## config.mk

```make
export PLATFORM = sky130hd
export DESIGN_NAME = mem_bus_arbiter
export DESIGN_NICKNAME = d
export VERILOG_FILES = /design/src/rtl/mem_bus_arbiter_pkg.sv /design/src/rtl/mem_bus_arbiter_arb_grant.sv /design/src/rtl/mem_bus_arbiter.sv
export SDC_FILE = /design/constraint.sdc
export NUM_CORES = 1
export LEC_CHECK = 0
export CORE_AREA = 2 2 118 120
export CTS_BUF_LIST = sky130_fd_sc_hd__clkbuf_8 sky130_fd_sc_hd__clkbuf_16
export CTS_CLUSTER_DIAMETER = 80
export CTS_CLUSTER_SIZE = 8
export DETAILED_ROUTE_END_ITERATION = 7
export DIE_AREA = 0 0 120 122
export MAX_ROUTING_LAYER = met4
export PLACE_DENSITY = 0.93
export SLEW_MARGIN = 10
export SYNTH_ARGS = -nofsm -noshare
export SYNTH_HDL_FRONTEND = slang
export SYNTH_SLANG_ARGS = --single-unit
```

## constraint.sdc

```tcl
create_clock -name clk -period 3.7 [get_ports clk]
set_input_delay 0.555 -clock clk [delete_from_list [all_inputs] [get_ports clk]]
set_output_delay 0.555 -clock clk [all_outputs]
set_load 0.02 [all_outputs]
```

## src/rtl/mem_bus_arbiter_pkg.sv

```systemverilog
// rtl/mem_bus_arbiter_pkg.sv - FSM state and owner encodings shared by the memory bus arbiter
package mem_bus_arbiter_pkg;

   typedef enum logic [1:0] {
      ARB_IDLE  = 2'd0,
      ARB_ISSUE = 2'd1,
      ARB_WAIT  = 2'd2,
      ARB_DONE  = 2'd3
   } arb_state_t;

   typedef enum logic {
      OWN_I = 1'b0,
      OWN_D = 1'b1
   } arb_owner_t;

   // Width of a counter that must hold 0..max inclusive.
   function automatic int cnt_w(input int max);
      return (max < 1) ? 1 : $clog2(max + 1);
   endfunction

endpackage

```

## src/rtl/mem_bus_arbiter_arb_grant.sv

```systemverilog
// rtl/mem_bus_arbiter_arb_grant.sv - D-over-I priority with a saturating starvation counter
module arb_grant
   import mem_bus_arbiter_pkg::*;
#(
   parameter int STARVE_MAX = 4,
   localparam int CW = cnt_w(STARVE_MAX)
) (
   input  logic clk,
   input  logic rst,
   input  logic grant_en,
   input  logic inst_req,
   input  logic data_req,
   output logic grant_i,
   output logic grant_d
);

   logic [CW-1:0] starve_cnt;
   logic          i_wins;

   always_comb begin
      i_wins  = inst_req && (!data_req || (starve_cnt == CW'(STARVE_MAX)));
      grant_i = grant_en && i_wins;
      grant_d = grant_en && data_req && !i_wins;
   end

   // Counts D grants that overtook a waiting I; reaching the limit hands the next slot to I.
   always_ff @(posedge clk) begin
      if (rst)
         starve_cnt <= '0;
      else if (grant_i)
         starve_cnt <= '0;
      else if (grant_d && inst_req && (starve_cnt != CW'(STARVE_MAX)))
         starve_cnt <= starve_cnt + 1'b1;
   end

endmodule

```

## src/rtl/mem_bus_arbiter.sv

```systemverilog
// rtl/mem_bus_arbiter.sv - shares one SRAM-like bus between I-fetch and D ports
// Optional MEM_ERR_CHK_EN: zero-strobe D stores complete with data_err instead of going to the bus.
module mem_bus_arbiter
   import mem_bus_arbiter_pkg::*;
#(
   parameter int ADDR_W     = 32,
   parameter int DATA_W     = 32,
   parameter int STARVE_MAX = 4
) (
   input  logic                clk,
   input  logic                rst,
   input  logic                inst_req,
   input  logic [ADDR_W-1:0]   inst_addr,
   output logic [DATA_W-1:0]   inst_rdata,
   output logic                inst_data_ok,
   input  logic                data_req,
   input  logic                data_wr,
   input  logic [DATA_W/8-1:0] data_wstrb,
   input  logic [ADDR_W-1:0]   data_addr,
   input  logic [DATA_W-1:0]   data_wdata,
   output logic [DATA_W-1:0]   data_rdata,
   output logic                data_data_ok,
   output logic                data_err,
   output logic                bus_req,
   output logic                bus_wr,
   output logic [DATA_W/8-1:0] bus_wstrb,
   output logic [ADDR_W-1:0]   bus_addr,
   output logic [DATA_W-1:0]   bus_wdata,
   input  logic                bus_addr_ok,
   input  logic                bus_data_ok,
   input  logic [DATA_W-1:0]   bus_rdata,
   output logic                arb_busy
);

   arb_state_t state;
   arb_owner_t owner;
   logic       grant_i;
   logic       grant_d;
   logic       finish;
   logic       err_store;

   arb_grant #(
      .STARVE_MAX (STARVE_MAX)
   ) u_grant (
      .clk      (clk),
      .rst      (rst),
      .grant_en (state == ARB_IDLE),
      .inst_req (inst_req),
      .data_req (data_req),
      .grant_i  (grant_i),
      .grant_d  (grant_d)
   );

`ifdef MEM_ERR_CHK_EN
   assign err_store = data_wr && (data_wstrb == '0);

   always_ff @(posedge clk) begin
      if (rst)
         data_err <= 1'b0;
      else
         data_err <= grant_d && err_store;
   end
`else
   assign err_store = 1'b0;
   assign data_err  = 1'b0;
`endif

   assign finish   = ((state == ARB_ISSUE) && bus_addr_ok && bus_data_ok) ||
                     ((state == ARB_WAIT) && bus_data_ok);
   assign arb_busy = (state != ARB_IDLE);

   always_ff @(posedge clk) begin
      if (rst) begin
         state        <= ARB_IDLE;
         owner        <= OWN_I;
         bus_req      <= 1'b0;
         bus_wr       <= 1'b0;
         bus_wstrb    <= '0;
         bus_addr     <= '0;
         bus_wdata    <= '0;
         inst_rdata   <= '0;
         data_rdata   <= '0;
         inst_data_ok <= 1'b0;
         data_data_ok <= 1'b0;
      end else begin
         inst_data_ok <= 1'b0;
         data_data_ok <= 1'b0;
         case (state)
            ARB_IDLE: begin
               if (grant_i) begin
                  owner     <= OWN_I;
                  bus_wr    <= 1'b0;
                  bus_wstrb <= '0;
                  bus_addr  <= inst_addr;
                  bus_wdata <= '0;
                  bus_req   <= 1'b1;
                  state     <= ARB_ISSUE;
               end else if (grant_d) begin
                  owner     <= OWN_D;
                  bus_wr    <= data_wr;
                  bus_wstrb <= data_wstrb;
                  bus_addr  <= data_addr;
                  bus_wdata <= data_wdata;
                  // A trapped store never touches the bus and completes straight away.
                  if (err_store) begin
                     data_data_ok <= 1'b1;
                     state        <= ARB_DONE;
                  end else begin
                     bus_req <= 1'b1;
                     state   <= ARB_ISSUE;
                  end
               end
            end
            ARB_ISSUE: begin
               if (bus_addr_ok) begin
                  bus_req <= 1'b0;
                  state   <= bus_data_ok ? ARB_DONE : ARB_WAIT;
               end
            end
            ARB_WAIT: begin
               if (bus_data_ok)
                  state <= ARB_DONE;
            end
            ARB_DONE: state <= ARB_IDLE;
            default:  state <= ARB_IDLE;
         endcase

         // Stores leave rdata untouched so the last load value stays visible.
         if (finish) begin
            if (owner == OWN_I) begin
               inst_data_ok <= 1'b1;
               inst_rdata   <= bus_rdata;
            end else begin
               data_data_ok <= 1'b1;
               if (!bus_wr)
                  data_rdata <= bus_rdata;
            end
         end
      end
   end

endmodule

```

==> flow_summary.yaml <==
pwr:
  pwr_density_cell_nw_per_um2: 691.0
  p_switching_mw: 2.364
  swShare_pct: 37.33
  power.internal_mw: 3.970
  clkPwrFrac_pct: 26.5
  pwr-share-seq_pct: 31.8
  max-vdd-ir-drop_mv: 0.4742
  combinationalPowerShare_pct: 41.8
  total_leakage_power_nw: 3.182
flow_run:
  maxCapViolCount: 0
final_layout:
  num_antenna_cells: 0
  fin_nets: 1042
  synthToLayoutAreaGrowth_pct: 58.16
  multi_input_area_um2: 2621
  regArea_um2: 2843
  drive_gt1_share_pct: 6.037
  final_cell_mix: "clkdlybuf4s50_1 (274), dfxtp_1 (142), o21ai_0 (97)"
  nFillCells: 1008
  final_area_um2: 9166
  fin_cells: 1091
  post-route-util_pct: 67.88
  layout_commonest_cell: "clkdlybuf4s50_1"
sta:
  setup_ws_ps: 1198
  slew-limit-headroom_pct: 27.14
  grt_setup_unrepaired: "no"
  slew_violations: 0
  setup_tns_ps: 0
  finalCriticalPeriod_ps: 2502
  period_share_pct: 67.61
  setup_viol: 0
  fmax_mhz: 399.7
  skew_ps: 9.904
  tightest_slew_ps: 1090
  final-hold-violation-count: 0
status:
  status: "completed"
detailed_routing:
  drc: 0
  wl_um: 18480
  vias_per_cell: 5.588
  num_vias: 6096
  antenna_left: 0
  drtIter0Drc: 494
  firstDrtPassIters: 4
  wire_per_inst_um: 16.94
yosys:
  synth_seq_cells: 142
  synth_cell_types: 37
  synth_warnings: 0
  ys_seq_area_share_pct: 49.05
  netlist_instances: 665
  synthesis.area_um2: 5796
  syn_avg_cell_area_um2: 8.715
  synth_nets: 809
place:
  dp_hpwl_um: 12240
  dp_slack_ps: 1016
  placed_cell_area_um2: 8579
  port_buffers: 275
  place_inst: 1059
  place.gp.congestion: 0.9017
min_path:
  holdPathStages: 2
  min_path_type: "reg2reg"
setup_path:
  crit_path_start_kind: "flip-flop"
  path_class: "reg2out"
  required_ps: 3140
  critPathMaxFanout: 8
  ff2ff_path_depth: 5
  worstPathArrival_ps: 1950
  worstSetupEndpointType: "output pin"
clocking:
  cts_setup_buffers: 0
  cts_resized: 0
  clk_pin_slew_worst_paths_ps: 60
  cts_sinks: 142
  tritoncts: "yes"
  htreeDepth: 4
  clk-insertion-delay-late_ps: 410
  clockBufferDepth: 2
  cts_buffers: 17
  cts_root_buffer: "clkbuf_16"
  ctsHoldBuffers: 0
floorplanning:
  rows: 43
  io_pins: 277
  die_x_um: 120
  die_y_um: 122
  core_um2: 13500
  die_area_um2: 14640
  initial_core_util_pct: 42.92
global_route:
  gr-usage-all-layers_pct: 25.22
  grt_max_degree: 71
  grt_overflow: 0
  antenna_found_initial: 0
  first_global_vias: 5825
  grt_pass1_wl_um: 28960
-- routing by layer --
metal	GRT usage, %	vias up	part of all wire, %
li1	-	2918	-
met3	5.431	38	6.1
met2	41.51	284	50
met1	29.91	2856	41
met4	10.74	0	2.6
met5	-	-	0
-- synthesized netlist by cell type (all sizes together) --
library cell / count / area, µm²
xnor2: 1 / 8.760
a31oi: 34 / 212.7
and3b: 1 / 8.760
buf: 26 / 146.4
a21boi: 1 / 11.26
nor3: 3 / 15.01
or3b: 33 / 289.0
ha: 5 / 62.56
a21oi: 68 / 344.1
and3: 2 / 12.51
clkbuf: 49 / 183.9
o21a: 1 / 7.510
a21o: 1 / 7.510
conb: 1 / 3.750
nand4: 1 / 6.260
a31o: 1 / 8.760
nand4b: 1 / 8.760
and2: 2 / 12.51
a211oi: 34 / 255.2
a21bo: 1 / 10.01
inv: 6 / 22.52
o21ba: 1 / 10.01
o21ai: 98 / 490.5
nor2: 73 / 274.0
nand3b: 1 / 7.510
nand2b: 3 / 18.77
dfxtp: 142 / 2843
a32oi: 37 / 324.1
nand2: 2 / 7.510
nor3b: 1 / 7.510
nand3: 35 / 175.2
-- final cells by class --
cell class	instances	share of cell area (%)
Multi-Input combinational cell	442	28.60
Tap cell	180	2.457
Sequential cell	142	31.01
Timing Repair Buffer	289	31.29
Clock buffer	20	5.091
Inverter	6	0.2457
Clock inverter	12	1.310
-- state kept, by name, indices dropped and copies added (netlist names) --
name and flops:
data_data_ok 1, data_rdata 32, bus_wstrb 4, bus_wr 1, bus_addr 32, bus_wdata 32, owner 1, u_grant.starve_cnt 3
state 2, inst_data_ok 1, inst_rdata 32, bus_req 1
-- kinds of logic (layout without fill, tap and decap cells) --
| group | after synthesis | in the layout | share of synthesized area (%) |
|---|---|---|---|
| buf+inv | 81 | 327 | 6.088 |
| fa+ha+maj | 5 | 5 | 1.079 |
| simple gates | 158 | 158 | 14.55 |
| other cells | 1 | 1 | 0.06470 |
| flops | 142 | 142 | 49.05 |
| xor+xnor | 1 | 1 | 0.1512 |
| compound gates | 277 | 277 | 29.02 |
-- through the flow --
stage	power, mW	hold slack, ps
global placement	4.615	456.3
detailed placement	4.673	465.7
global route	6.680	489.5
floorplan	3.624	448.6
finish	6.334	474.9
CTS	6.355	473.5
-- path summary, 6_finish.rpt --
path,to,start,slack (ps)
min,inst_rdata[16],inst_rdata[16],470
max,arb_busy,state[0],1200
max reg2reg,bus_addr[12],state[0],1420
min reg2reg,inst_rdata[16],inst_rdata[16],470
-- power groups by stage --
stage	sequential (mW)	combinational (mW)	clock [mW]
4_1_cts	2.01	2.65	1.70
5_1_grt	2.05	2.86	1.78
2_1_floorplan	2.37	1.25	0
3_5_place_dp	2.04	2.64	0
3_3_place_gp	2.02	2.59	0
6_report	2.01	2.64	1.68
-- worst max-delay path: stages (launching register included) --
cell,delay (ps)
dfxtp_1,370
inv_1,90
ha_1,360
inv_1,100
clkdlybuf4s50_1,620
Note: power is estimated with default switching activity, not from simulation.
